===== src/rtl/conv3x3_alu.sv =====
// conv3x3_alu: 3x3 signed-weight convolution with ReLU, shift, saturate and 4-byte packing.
// Latency: window accepted in cycle n -> byte packed at end of n+2 -> out_valid in n+3.
// Backpressure: none; every accepted window yields one byte, bubbles pass as empty slots.
//
// Ports:
//   clk, rst          clock; synchronous active-low reset
//   w_load, w_data    weight write strobe and signed 8-bit weight (k0..k8 in order)
//   w_ready           all nine weights loaded
//   pix_valid         X_reg1..X_reg3 hold a valid 3x3 window this cycle
//   X_reg1..X_reg3    kernel rows 0..2, column c in byte c, unsigned pixels
//   out_valid         one-cycle pulse, out_data carries a new packed word
//   out_data          four results, earliest in [7:0]; held between pulses
//   row_end           pulses with the 7th word (columns 24..27) of a row
//   busy              a pipeline stage holds a valid entry
module conv3x3_alu #(
  parameter int SHIFT = 4
) (
  input  logic        clk,
  input  logic        rst,
  input  logic        w_load,
  input  logic [7:0]  w_data,
  output logic        w_ready,
  input  logic        pix_valid,
  input  logic [23:0] X_reg1,
  input  logic [23:0] X_reg2,
  input  logic [23:0] X_reg3,
  output logic        out_valid,
  output logic [31:0] out_data,
  output logic        row_end,
  output logic        busy
);

  localparam int NTAP      = 9;
  localparam int ROW_BYTES = 28;

  // ---------------------------------------------------------------------------
  // Weight store
  // ---------------------------------------------------------------------------
  logic signed [7:0] weight [NTAP];
  logic        [3:0] w_idx;     // next weight slot to write while w_ready=0
  logic              w_write;

  // Weights must not change under in-flight windows, so loads wait for idle.
  assign w_write = w_load & ~busy;

  always_ff @(posedge clk) begin
    if (!rst) begin
      for (int k = 0; k < NTAP; k++) weight[k] <= '0;
      w_idx   <= '0;
      w_ready <= 1'b0;
    end else if (w_write) begin
      if (w_ready) begin
        // A load after a full set starts a new set at k0; k1..k8 keep
        // their old values until rewritten.
        weight[0] <= w_data;
        w_idx     <= 4'd1;
        w_ready   <= 1'b0;
      end else begin
        for (int k = 0; k < NTAP; k++) begin
          if (w_idx == 4'(k)) weight[k] <= w_data;
        end
        if (w_idx == 4'(NTAP - 1)) begin
          w_idx   <= '0;
          w_ready <= 1'b1;
        end else begin
          w_idx <= w_idx + 4'd1;
        end
      end
    end
  end

  // ---------------------------------------------------------------------------
  // Window unpack: tap 3*r+c takes row r, column c
  // ---------------------------------------------------------------------------
  logic [7:0] pix [NTAP];

  always_comb begin
    for (int c = 0; c < 3; c++) begin
      pix[c]     = X_reg1[8*c +: 8];
      pix[3 + c] = X_reg2[8*c +: 8];
      pix[6 + c] = X_reg3[8*c +: 8];
    end
  end

  logic accept;
  assign accept = pix_valid & w_ready;

  // ---------------------------------------------------------------------------
  // Stage 1: nine unsigned-pixel x signed-weight products
  // ---------------------------------------------------------------------------
  logic               v1;
  logic signed [16:0] prod [NTAP];

  always_ff @(posedge clk) begin
    if (!rst) begin
      v1 <= 1'b0;
      for (int k = 0; k < NTAP; k++) prod[k] <= '0;
    end else begin
      v1 <= accept;
      if (accept) begin
        // Zero-extended pixel keeps it non-negative in the signed multiply;
        // 9b x 8b signed fits 17 bits (range -32640..32385).
        for (int k = 0; k < NTAP; k++) begin
          prod[k] <= $signed({1'b0, pix[k]}) * weight[k];
        end
      end
    end
  end

  // ---------------------------------------------------------------------------
  // Stage 2: sum of products; 9 x 17-bit signed cannot exceed 21 bits
  // ---------------------------------------------------------------------------
  logic               v2;
  logic signed [20:0] sum_c;
  logic signed [20:0] sum_q;

  always_comb begin
    sum_c = '0;
    for (int k = 0; k < NTAP; k++) sum_c = sum_c + 21'(prod[k]);
  end

  always_ff @(posedge clk) begin
    if (!rst) begin
      v2    <= 1'b0;
      sum_q <= '0;
    end else begin
      v2 <= v1;
      if (v1) sum_q <= sum_c;
    end
  end

  // ---------------------------------------------------------------------------
  // Stage 3: ReLU, shift, saturate to one byte; written into the packer
  // ---------------------------------------------------------------------------
  logic [19:0] relu;
  logic [19:0] shifted;
  logic [7:0]  res_byte;

  always_comb begin
    relu     = sum_q[20] ? 20'd0 : sum_q[19:0];
    shifted  = relu >> SHIFT;
    res_byte = (shifted > 20'd255) ? 8'hFF : shifted[7:0];
  end

  // v3 marks that a byte landed in the packer on the previous edge, so busy
  // stays up until its word (if completed) has been presented.
  logic        v3;
  logic [23:0] pack_buf;    // bytes 0..2 of the word being assembled
  logic [1:0]  byte_idx;
  logic [4:0]  col;

  always_ff @(posedge clk) begin
    if (!rst) begin
      v3        <= 1'b0;
      pack_buf  <= '0;
      byte_idx  <= '0;
      col       <= '0;
      out_valid <= 1'b0;
      out_data  <= '0;
      row_end   <= 1'b0;
    end else begin
      v3        <= v2;
      out_valid <= 1'b0;
      row_end   <= 1'b0;
      if (v2) begin
        case (byte_idx)
          2'd0: pack_buf[7:0]   <= res_byte;
          2'd1: pack_buf[15:8]  <= res_byte;
          2'd2: pack_buf[23:16] <= res_byte;
          default: begin
            out_data  <= {res_byte, pack_buf};
            out_valid <= 1'b1;
            row_end   <= (col == 5'(ROW_BYTES - 1));
          end
        endcase
        byte_idx <= byte_idx + 2'd1;
        col      <= (col == 5'(ROW_BYTES - 1)) ? 5'd0 : col + 5'd1;
      end
    end
  end

  assign busy = v1 | v2 | v3;

endmodule


===== config.mk =====
export PLATFORM = sky130hd
export DESIGN_NAME = conv3x3_alu
export DESIGN_NICKNAME = d
export VERILOG_FILES = /design/src/rtl/conv3x3_alu.sv
export SDC_FILE = /design/constraint.sdc
export NUM_CORES = 2
export LEC_CHECK = 0
export CAP_MARGIN = 10
export CORE_MARGIN = 4
export CORE_UTILIZATION = 25
export CTS_CLUSTER_DIAMETER = 40
export DETAILED_ROUTE_END_ITERATION = 6
export GPL_TIMING_DRIVEN = 1
export PLACE_DENSITY = 0.52
export SLEW_MARGIN = 20
export SYNTH_ARGS = -nofsm -noshare
export SYNTH_HDL_FRONTEND = slang
export SYNTH_SLANG_ARGS = --single-unit

===== constraint.sdc =====
create_clock -name clk -period 5 [get_ports clk]
set_clock_uncertainty 0.05 [all_clocks]
set_input_delay 0.75 -clock clk [delete_from_list [all_inputs] [get_ports clk]]
set_output_delay 0.75 -clock clk [all_outputs]
set_load 0.01 [all_outputs]

[Yosys cells after proc, flatten, opt, wreduce, memory -nomap -nowiden]
Memory sizes are Yosys's and may differ from the RTL's.
Cells that the tools add are included.
Storage, ports and cells
  bits in registers: 94
  RAM bits: 225
  bits of input ports: 84
  logic and storage cells: 162
  memories: 2
Memory list
  prod: depth 9, width 17, rd ports 9, clocked after memory_dff 0, wr ports 9, line 92  | logic signed [16:0] prod [NTAP];
  weight: depth 9, width 8, rd ports 9, clocked after memory_dff 0, wr ports 9, line 39  | logic signed [7:0] weight [NTAP];
Operators by class
  add/sub/neg operators: 11
  multiply operators: 9
  $lt $le $gt $ge: 1
  equal/unequal tests: 11
  muxes and demuxes: 78
  bitwise gates (word level): 27
  reductions and logical operators: 9
Operators with widths (number)
  9-bit by 8-bit multiplier with 17-bit output: 9
  17-bit 2-to-1 mux: 9
  8-bit 2-to-1 mux: 11
  21-bit by 17-bit adder with 21-bit output: 4
  1-bit 2-to-1 mux: 54
  20-bit by 17-bit adder with 21-bit output: 1
  1-bit OR: 21
  19-bit by 17-bit adder with 20-bit output: 1
  20-bit 2-to-1 mux: 1
  18-bit by 17-bit adder with 19-bit output: 1
  17-bit by 17-bit adder with 18-bit output: 1
  4-bit by 3-bit equality test with 1-bit output, second input constant: 4
  16-bit by 8-bit > comparator with 1-bit output, second input constant: 1
  2-bit AND reduction: 5
  4-bit by 2-bit equality test with 1-bit output, second input constant: 2
  4-bit 2-to-1 mux: 2
  5-bit by 1-bit adder with 5-bit output, second input constant: 1
  5-bit equality test, second input constant: 1
  5-bit 2-to-1 mux: 1
  5-bit OR reduction: 1
  4-bit by 1-bit adder with 4-bit output, second input constant: 1
  4-bit by 1-bit equality test with 1-bit output, second input constant: 1
  4-bit equality test, second input constant: 1
  4-bit zero test: 1
  other kinds (7): 11

[Longest topological paths before layout]
  depth in word-level cells: 9
  depth in mapped cells: 19
  mapped depth without buffers: 19

[Worst setup path before layout]
Ideal clock, no wire load.
  path type: input port to flip-flop
  from: input port rst
  to: memory prod[0][0] (enable)
  data arrival time: 3.793 ns
  required time: 3.676 ns
  setup slack: -0.117 ns
  stages: 3
  path through: clkbuf_1 > clkbuf_1 > nand2_1
RTL lines
  start, declared: line 19  | input logic rst,
  end, declared: line 92

==> run_results.csv <==
group,metric,value,unit
power,leakagePower,20.2,nW
sta,fin_crit,4.81,ns
sta,hold_slack,0.402,ns
setup_path,arrival,5.14,ns
sta,finalSetupViolCount,0,
hold_path,hold_path_class,"flop to flop",
setup_path,crit_type,"input pin to flop",
sta,rsz0062_at_grt,"no",
place,placedCellCount,5670,
synth,ys_seq_area_share,25.0,%
clock_tree,root_buffer,"clkbuf_16",
finish,final_common_cell,"inv_1",
clock_tree,insertion_delay,0.63,ns
die,start_util,25.2,%
global_routing,grt_pass1_wl,146,mm
place,numPortBuffers,119,
detailed_routing,routed_wl,91.6,mm
finish,fillCellCount,14192,
synth,ys_warn_count,0,
sta,timing.fmax,208,MHz
sta,finalMaxSlewViolations,0,
finish,synthToLayoutAreaGrowth,22.6,%
sta,tightest_slew,1.07,ns
finish,nets,4906,
clock_tree,cts.sinks,315,
global_routing,grt_pass1_vias,25948,
sta,fin_tns_setup,0,ns
global_routing,grt.total_usage,13.1,%
synth,synth_top_family_by_area,"adder cells",
synth,syn_avg_cell_area,9.76,sq um
die,rows,135,
synth,synth-simple-area-share,16.2,%
power,power_density,339,nW/um^2
job,drv_cap,0,
setup_path,end_kind,"flop",
finish,layout.cells.non_filler,5787,
detailed_routing,drc,0,
power,total_power,14.2,mW
place,finalWeightedCongestion,0.830,
sta,worst_slew_margin_rel,28.7,%
global_routing,antenna_found_initial,6,
die,pin_count,120,
detailed_routing,viasPerCell,4.26,
finish,drive_gt1_share,11.1,%
synth,syn-num-nets,4458,
setup_path,worstSetupStartpointType,"input pin",
clock_tree,clk_pin_slew,0.06,ns
die,die_x,378,um
synth,synth_cells,3506,
setup_path,crit_fanout,5,
die,core,136000,sq um
detailed_routing,ant_nets,0,
detailed_routing,drt_iter0_drc,1194,
clock_tree,tritoncts,"done",
synth,synth_mux_area_share,0.380,%
synth,synth_edf_count,225,
synth,synth_compound_area_share,6.07,%
finish,multi_input_area,22700,sq um
synth,ys_seq_elements,315,
finish,final_cell_mix,"inv_1, fa_1, ha_1",
clock_tree,h-tree-depth,2,
clock_tree,cts.path.max_buffers,3,
run_status,status,"completed",
detailed_routing,detail_route.first_pass.iterations,7,
sta,finalHoldViolations,0,
detailed_routing,vias,24677,
sta,fin_crit_sh,96.3,%
synth,async_flop_share,0,%
power,vdd_drop_max,0.247,mV
synth,netlist_area,34200,sq um
setup_path,critical_path_required,5.32,ns
detailed_routing,wire_per_inst,15.8,um
synth,yosys.cell_types.count,57,
clock_tree,cts_made_buffers,59,
place,post-dp-hpwl,75.3,mm
synth,synthXorXnorAreaFrac,1.89,%
synth,synthAdderAreaFrac,41.7,%
die,die_area,143000,sq um
global_routing,grt_max_degree,88,
synth,yosys_most_used_dff,"edfxtp_1",
die,die_y,378,um
global_routing,overflow,0,
finish,seq_area,8560,sq um
-- path summary, 6_finish.rpt --
path                               startpoint      endpoint  slack, ns  depth (start not counted)
worst max register to register  weight[0][50]  prod[0][115]       0.27                         15
worst min-delay path             out_data[15]  out_data[15]       0.40                          2
worst min register to register   out_data[15]  out_data[15]       0.40                          2
worst max-delay path                X_reg1[5]   prod[0][13]       0.19                         15
-- Yosys cell counts, drive strengths merged (48+ instances only) --
library cell    n  area [sq um]
nor2          162           608
a21oi         142           714
a21o           48           360
ha            414          5180
nand2b         52           325
dfxtp          90          1800
inv           748          2810
fa            454          9090
nand2         358          1340
and2          329          2060
nor3           79           400
edfxtp        225          6760
o21ai          48           248
-- sequential cells by signal, indices dropped and copies added (netlist names) --
signal and cells:
w_idx 4, v1 1, w_ready 1, byte_idx 2
out_data 32, v2 1, v3 1, pack_buf 24
weight 72, col 5, sum_q 17, out_valid 1
prod 153, row_end 1
-- critical path, stage by stage --
cell and delay (ns):
clkdlybuf4s50_1 0.53, and2_1 0.24, fa_1 0.53, inv_1 0.06, fa_1 0.53, inv_1 0.05, fa_1 0.51, fa_1 0.42
ha_1 0.30, inv_1 0.08, o21ai_0 0.12, a2111o_1 0.49, a41oi_1 0.25, xor2_1 0.22, nor2_1 0.06
-- routing by layer --
layer	up-vias	GRT usage [%]	wire (um)
met5	-	0	0
met1	12141	17.4	41600
met3	99	1.61	3220
li1	12034	-	-
met4	0	2.74	1820
met2	403	22.8	44900
-- what timing repair did --
action / in CTS / in global routing
resized for setup: 0 / 26
setup endpoints to repair: 0 / 30
hold buffers: 0 / 0
setup buffers: 0 / 4
-- power by group --
part	leakage, nW	switching (mW)	internal, mW
Clock	0.976	1.56	2.50
Combinational	16.2	3.85	3.31
Sequential	3.05	0.119	2.89
Total	20.2	5.53	8.69
-- per-stage QoR --
stage / setup WS, ns / cell area, sq um / utilization (%)
global route: 0.00449 / 41900 / 30.9
global placement: -0.506 / 39800 / 29.4
CTS: 0.134 / 41800 / 30.8
floorplan: 0.304 / 34200 / -
detailed placement: -0.504 / 39800 / 29.4
finish: 0.187 / 41900 / 30.9
-- cells by family (layout without fill, tap and decap cells) --
logic type	after synthesis	in the layout
buffers and inverters	796	1292
other	0	4
multiplexers	13	13
AND/OR/NAND/NOR	1110	1110
AO/OA/AOI/OAI	330	330
XOR/XNOR	74	74
adder cells (fa/ha/maj)	868	868
flip-flops	315	315
-- area by class of cell --
| cell class | count | share of cell area [%] |
|---|---|---|
| flip-flops and latches | 315 | 20.4 |
| clock buffers | 63 | 3.58 |
| inverters | 748 | 6.70 |
| well taps | 1781 | 5.31 |
| diodes | 4 | 0.0239 |
| repair buffers | 435 | 8.58 |
| clock inverters | 46 | 1.20 |
| multi-input cells | 2395 | 54.2 |
Power figures use the tool's default switching activity.
